==> src/rtl/pingpong_pkg.sv <==
// Shared types and width helpers for the ping-pong buffer controller.
package pingpong_pkg;

    localparam int NUM_BANKS = 2;

    // Life cycle of one bank: written, closed, read out, released.
    typedef enum logic [1:0] {
        BANK_EMPTY    = 2'd0,
        BANK_FILLING  = 2'd1,
        BANK_FULL     = 2'd2,
        BANK_DRAINING = 2'd3
    } bank_state_t;

    // Bits needed to address 'depth' entries (at least one bit).
    function automatic int addr_width(input int depth);
        return (depth > 1) ? $clog2(depth) : 1;
    endfunction

    // Bits needed to hold a count from 0 up to and including 'depth'.
    function automatic int len_width(input int depth);
        return $clog2(depth + 1);
    endfunction

endpackage

==> src/rtl/pp_bank_ram.sv <==
// Simple dual-port bank RAM: one write port, one synchronous read port.
module pp_bank_ram
    import pingpong_pkg::*;
#(
    parameter int WIDTH = 16,
    parameter int DEPTH = 50,
    localparam int AW = addr_width(DEPTH)
) (
    input  logic             clk,
    input  logic             we,
    input  logic [AW-1:0]    waddr,
    input  logic [WIDTH-1:0] wdata,
    input  logic             re,
    input  logic [AW-1:0]    raddr,
    output logic [WIDTH-1:0] rdata
);

    logic [WIDTH-1:0] mem [DEPTH];

    // Write on we; registered read data appears one cycle after re.
    // NOTE: storage and read register have no reset so they map onto block RAM; nothing downstream consumes them before a valid read.
    always_ff @(posedge clk) begin
        if (we) mem[waddr] <= wdata;
        if (re) rdata <= mem[raddr];
    end

endmodule

==> src/rtl/pingpong_buf_ctrl.sv <==
// Two-bank ping-pong buffer: packs RATIO input words per output word, fills one
// bank while the other drains through a 2-entry skid output stage.
module pingpong_buf_ctrl
    import pingpong_pkg::*;
#(
    parameter int IN_W  = 8,
    parameter int RATIO = 2,
    parameter int DEPTH = 100
) (
    input  logic                  clk,
    input  logic                  rst_n,
    input  logic                  in_valid,
    output logic                  in_ready,
    input  logic [IN_W-1:0]       in_data,
    input  logic                  flush,
    output logic                  out_valid,
    input  logic                  out_ready,
    output logic [IN_W*RATIO-1:0] out_data,
    output logic                  out_last,
    output logic                  wr_bank,
    output logic                  rd_bank,
    output logic [1:0]            bank_full
);

    localparam int OUT_W     = IN_W * RATIO;
    localparam int OUT_DEPTH = DEPTH / RATIO;
    localparam int AW        = addr_width(OUT_DEPTH);
    localparam int LW        = len_width(OUT_DEPTH);
    localparam int LANE_W    = addr_width(RATIO);
    localparam logic [AW-1:0]     LAST_ADDR = AW'(OUT_DEPTH - 1);
    localparam logic [LANE_W-1:0] LAST_LANE = LANE_W'(RATIO - 1);

    typedef struct packed {
        logic             last;
        logic [OUT_W-1:0] data;
    } out_word_t;

    bank_state_t       bank_state_q [NUM_BANKS];
    bank_state_t       bank_state_d [NUM_BANKS];
    logic [LW-1:0]     bank_len_q   [NUM_BANKS];
    logic [OUT_W-1:0]  ram_rdata    [NUM_BANKS];

    logic              alive_q;
    logic              wr_bank_q, iss_bank_q, rd_bank_q, rd_src_q;
    logic [AW-1:0]     wr_addr_q, iss_addr_q;
    logic [LANE_W-1:0] wr_lane_q;
    logic [OUT_W-1:0]  pack_q, pack_merged;
    logic              rd_vld_q, rd_last_q;
    out_word_t         head_q, tail_q, ram_word;
    logic              head_vld_q, tail_vld_q;

    // Writer-side decode. A close happens either on the last word of the bank or on
    // a flush that has at least one word (counting one accepted this cycle).
    logic in_fire, lane_last, close_full, close_flush, wr_close, ram_we;
    logic [LW-1:0] close_len;
    assign in_ready    = alive_q && (bank_state_q[wr_bank_q] == BANK_EMPTY ||
                                     bank_state_q[wr_bank_q] == BANK_FILLING);
    assign in_fire     = in_valid && in_ready;
    assign lane_last   = (wr_lane_q == LAST_LANE);
    assign close_full  = in_fire && lane_last && (wr_addr_q == LAST_ADDR);
    assign close_flush = flush && !close_full && (in_fire || wr_lane_q != '0 || wr_addr_q != '0);
    assign wr_close    = close_full || close_flush;
    assign ram_we      = (in_fire && lane_last) || (close_flush && (in_fire || wr_lane_q != '0));
    assign close_len   = LW'(wr_addr_q) + LW'(ram_we);

    // Reader-side decode. Reads run ahead of the output bank so the next bank starts
    // without a bubble; a new bank is only entered once it is FULL.
    logic pop, push, last_hs, room, iss_ok, issue, iss_last;
    assign pop      = head_vld_q && out_ready;
    assign push     = rd_vld_q;
    assign last_hs  = pop && head_q.last;
    assign room     = ({1'b0, head_vld_q} + {1'b0, tail_vld_q} + {1'b0, rd_vld_q}) < (2'd2 + {1'b0, pop});
    assign iss_ok   = (iss_addr_q == '0) ? (bank_state_q[iss_bank_q] == BANK_FULL)
                                         : (bank_state_q[iss_bank_q] == BANK_DRAINING);
    assign issue    = iss_ok && room;
    assign iss_last = (LW'(iss_addr_q) + LW'(1)) == bank_len_q[iss_bank_q];
    assign ram_word = '{last: rd_last_q, data: ram_rdata[rd_src_q]};

    // Merge the current input word into its lane; untouched upper lanes stay zero.
    // NOTE: every combinational output gets a default first so no latch is inferred.
    always_comb begin
        pack_merged = pack_q;
        if (in_fire) pack_merged[wr_lane_q*IN_W +: IN_W] = in_data;
    end

    // Per-bank next state; the transitions on one edge always hit different banks.
    always_comb begin
        bank_state_d = bank_state_q;
        for (int b = 0; b < NUM_BANKS; b++) begin
            if (in_fire && wr_bank_q == 1'(b) && bank_state_q[b] == BANK_EMPTY)
                bank_state_d[b] = BANK_FILLING;
            if (wr_close && wr_bank_q == 1'(b))
                bank_state_d[b] = BANK_FULL;
            if (issue && iss_addr_q == '0 && iss_bank_q == 1'(b))
                bank_state_d[b] = BANK_DRAINING;
            if (last_hs && rd_bank_q == 1'(b))
                bank_state_d[b] = BANK_EMPTY;
        end
    end

    // Bank state registers and the post-reset enable for in_ready.
    // NOTE: sequential state uses non-blocking assignments so every flop samples pre-edge values.
    always_ff @(posedge clk or negedge rst_n) begin
        if (!rst_n) begin
            bank_state_q <= '{default: BANK_EMPTY};
            alive_q      <= 1'b0;
        end else begin
            bank_state_q <= bank_state_d;
            alive_q      <= 1'b1;
        end
    end

    // Writer: lane/address counters, pack register, bank length capture on close.
    always_ff @(posedge clk or negedge rst_n) begin
        if (!rst_n) begin
            wr_bank_q  <= 1'b0;
            wr_addr_q  <= '0;
            wr_lane_q  <= '0;
            pack_q     <= '0;
            bank_len_q <= '{default: '0};
        end else if (wr_close) begin
            bank_len_q[wr_bank_q] <= close_len;
            wr_bank_q <= ~wr_bank_q;
            wr_addr_q <= '0;
            wr_lane_q <= '0;
            pack_q    <= '0;
        end else if (in_fire) begin
            if (lane_last) begin
                wr_lane_q <= '0;
                wr_addr_q <= wr_addr_q + 1'b1;
                pack_q    <= '0;
            end else begin
                wr_lane_q <= wr_lane_q + 1'b1;
                pack_q    <= pack_merged;
            end
        end
    end

    // Read issue pointer, RAM-stage tags and the output-side bank pointer.
    always_ff @(posedge clk or negedge rst_n) begin
        if (!rst_n) begin
            iss_bank_q <= 1'b0;
            iss_addr_q <= '0;
            rd_vld_q   <= 1'b0;
            rd_last_q  <= 1'b0;
            rd_src_q   <= 1'b0;
            rd_bank_q  <= 1'b0;
        end else begin
            rd_vld_q  <= issue;
            rd_last_q <= issue && iss_last;
            if (issue) begin
                rd_src_q <= iss_bank_q;
                if (iss_last) begin
                    iss_bank_q <= ~iss_bank_q;
                    iss_addr_q <= '0;
                end else begin
                    iss_addr_q <= iss_addr_q + 1'b1;
                end
            end
            if (last_hs) rd_bank_q <= ~rd_bank_q;
        end
    end

    // Two-entry skid: head drives the output and only moves on a handshake.
    always_ff @(posedge clk or negedge rst_n) begin
        if (!rst_n) begin
            head_q     <= '0;
            tail_q     <= '0;
            head_vld_q <= 1'b0;
            tail_vld_q <= 1'b0;
        end else if (pop) begin
            if (tail_vld_q) begin
                head_q     <= tail_q;
                tail_vld_q <= push;
                if (push) tail_q <= ram_word;
            end else begin
                head_vld_q <= push;
                if (push) head_q <= ram_word;
            end
        end else if (push) begin
            if (head_vld_q) begin
                tail_q     <= ram_word;
                tail_vld_q <= 1'b1;
            end else begin
                head_q     <= ram_word;
                head_vld_q <= 1'b1;
            end
        end
    end

    for (genvar b = 0; b < NUM_BANKS; b++) begin : g_bank
        pp_bank_ram #(
            .WIDTH (OUT_W),
            .DEPTH (OUT_DEPTH)
        ) u_ram (
            .clk   (clk),
            .we    (ram_we && wr_bank_q == 1'(b)),
            .waddr (wr_addr_q),
            .wdata (pack_merged),
            .re    (issue && iss_bank_q == 1'(b)),
            .raddr (iss_addr_q),
            .rdata (ram_rdata[b])
        );
        assign bank_full[b] = (bank_state_q[b] == BANK_FULL) || (bank_state_q[b] == BANK_DRAINING);
    end

    assign out_valid = head_vld_q;
    assign out_data  = head_q.data;
    assign out_last  = head_q.last;
    assign wr_bank   = wr_bank_q;
    assign rd_bank   = rd_bank_q;

endmodule

==> config.mk <==
export PLATFORM = sky130hd
export DESIGN_NAME = pingpong_buf_ctrl
export DESIGN_NICKNAME = d
export VERILOG_FILES = /design/src/rtl/pingpong_pkg.sv /design/src/rtl/pp_bank_ram.sv /design/src/rtl/pingpong_buf_ctrl.sv
export SDC_FILE = /design/constraint.sdc
export NUM_CORES = 2
export LEC_CHECK = 0
export BUFFER_PORTS_ARGS = -buffer_cell sky130_fd_sc_hd__buf_2
export CORE_ASPECT_RATIO = 1.25
export CORE_MARGIN = 1
export CORE_UTILIZATION = 31
export CTS_CLUSTER_SIZE = 28
export DETAILED_ROUTE_END_ITERATION = 6
export MAX_ROUTING_LAYER = met4
export SLEW_MARGIN = 20
export SYNTH_ARGS = -nofsm -noshare
export SYNTH_HDL_FRONTEND = slang
export SYNTH_SLANG_ARGS = --single-unit
==> constraint.sdc <==
create_clock -name clk -period 9.9 [get_ports clk]
set_input_delay 0.495 -clock clk [delete_from_list [all_inputs] [get_ports clk]]
set_output_delay 0.495 -clock clk [all_outputs]
set_load 0.05 [all_outputs]
==> results.ini <==
[outcome]
status = complete, but fails checks
violations = antenna violations, design-rule violations

[synthesis]
synth_top_area_cell = edfxtp_1
ys_seq_area_share_pct = 76.9
synth-main-ff-cell = edfxtp_1
ys_top_cells_by_area = edfxtp_1 (74%), mux4_2 (15%), dfrtp_1 (3.3%)
syn_area_um2 = 66600
syn_avg_cell_area_um2 = 21.7
synth_cell_type_count = 55
synth_top_area_share_pct = 73.6
synth_warnings = 0
synth_edf_count = 1632
syn-num-nets = 3088
synth_common_cells = edfxtp_1 (1632), mux4_2 (448), nor2_1 (135)
ys_async_sr_fraction_pct = 5.12
syn_inst = 3067
synth_seq_cells = 1720
synth_most_common_cell = edfxtp_1

[clock_network]
cts_buffer_depth = 3
holdBufCountCts = 11
post_cts_buffers = 0
clk_pin_slew_worst_paths_ps = 60
cts_tree = done
clk-insertion-delay-late_ps = 790
cts_resized = 0
cts_sinks = 1720
cts_buffers = 163
cts-root-buf = clkbuf_16
cts_max_level = 4

[detailed_routing]
drt_drc_violations_left = 2
antenna_left = 1
wl_per_cell_um = 26.9
drtIter0Drc = 3154
vias = 31654
viasPerCell = 5.15
drt-total-wl_um = 166000
dr.pass1.iters = 7

[grt]
grt_antenna_before_repair = 5
grt_pass1_wl_um = 237000
grt-ovfl-total = 0
grt_pass1_vias = 32327
grt_max_degree = 102
track_usage_pct = 15.7

[cells_and_area]
drive_gt1_share_pct = 26.8
fin_nets = 3267
area_growth_syn_to_layout_pct = 14.3
fin_cells = 6152

[pwr]
vdd_drop_max_mv = 0.234
leakage_nw = 22.9
p_per_area_nw_per_um2 = 266

[sta]
hold_viol = 0
fmax_ghz = 0.235
timing.setup.tns_ps = 0
fin_ws_ps = 5640
finalSetupViolCount = 0
drv_slew = 0
period_share_pct = 43.0
rsz0062_at_grt = no
finalCriticalPeriod_ps = 4260
tightest_slew_ps = 1150
fin_skew_ps = 25.6
slew_headroom_pct = 23.0

[placed_design]
dp_hpwl_um = 94500
numPortBuffers = 35
gp_congestion = 0.769
dp.cells = 5839
dp_slack_ps = 5530

[critical_path]
crit_type = flop to flop
endpoint_kind = flop
cp.required_ps = 10390
cp-start-kind = flop
arrival_ps = 4750
r2r_cells = 6
critPathMaxFanout = 100

[floorplan]
rows = 189
dieWidth_um = 416
die_height_um = 520
dieArea_um2 = 217000
io_pins = 36
coreArea_um2 = 213000
floorplan.initialDensity_pct = 31.3

[worst_hold_path]
hp-class = input port to asynchronous set/reset pin

[run]
drv_cap = 0

## cells by family (layout without fill, tap and decap cells)
family | Yosys count | in the layout | synth area share (%)
muxes | 541 | 541 | 16.6
other | 1 | 10 | 0.00563
DFF | 1720 | 1720 | 76.9
adders and majority gates | 9 | 9 | 0.179
buffers and inverters | 187 | 494 | 1.41
AOI/OAI and AO/OA | 200 | 200 | 2.03
xor gates and xnor gates | 18 | 18 | 0.237
and+or+nand+nor | 391 | 391 | 2.64
## layer usage
layer,global-route usage (%),vias up,part of all wire (%)
li1,-,13136,-
met1,18.9,17225,39
met2,26.8,1061,52
met3,2.25,232,5.4
met4,5.37,0,3.2
met5,-,-,0
## worst max-delay path, cell delays in order (launching register included)
cell       delay, ps
dfrtp_4          870
buf_12           510
buf_4            600
mux4_2           420
mux4_2           540
a211oi_1         620
a2111oi_0        170
## through the flow
step	area [um^2]	total power, W	util, %	hold slack, ps
floorplan	66600	0.0125	-	199
global placement	70700	0.0142	33.2	440
detailed placement	70700	0.0142	33.2	445
CTS	76000	0.0204	35.7	135
global route	76100	0.0209	35.7	196
finish	76100	0.0202	35.7	185
## report_power, final
part / switching (W) / internal, W / total, W
combinational: 0.00294 / 0.00205 / 0.00499
clock: 0.00268 / 0.00355 / 0.00622
sequential: 0.000388 / 0.00861 / 0.00900
total: 0.00601 / 0.0142 / 0.0202
## worst paths after layout
kind | startpoint | endpoint | slack, ps
setup / recovery | iss_addr_q[1] | g_bank[1].u_ram.rdata[3] | 5640
hold / removal | rst_n | tail_q[1] | 190
setup reg to reg | iss_addr_q[1] | g_bank[1].u_ram.rdata[3] | 5640
hold reg to reg | out_data[7] | out_data[7] | 480
max in group asynchronous | rst_n | iss_addr_q[1] | 8430
min in group clk | in_valid | lane_last | 420
## flip-flops by register name, summed over array words and instances, names as in the netlist
register            count
rd_src_q                1
wr_addr_q               6
out_valid               1
bank_state_q            4
rd_bank                 1
tail_q                 17
g_bank.u_ram.mem     1600
pack_q                 16
push                    1
iss_bank_q              1
lane_last               1
out_data               16
bank_len_q             12
out_last                1
wr_bank                 1
tail_vld_q              1
iss_addr_q              6
rd_last_q               1
alive_q                 1
g_bank.u_ram.rdata     32
## layout by cell type, fill, tap and decap left out, drive strengths merged, types with 47 or more instances in the layout
cell type and count:
clkinv 60, nor2 135, nand3 48, edfxtp 1632, buf 182, o21ai 47
clkbuf 202, mux4 448, nand2 123, dfrtp 88, mux2i 78
## cell type report
class,instances,area (um^2)
antenna,9,22.5
timing repair buffer,193,1470
inverter,8,30.0
fill,19321,137000
multi-input combinational,1160,14600
sequential,1720,51200
tap,2769,3460
clock inverter,91,976
clock buffer,202,4280
Power figures use the tool's default switching activity.
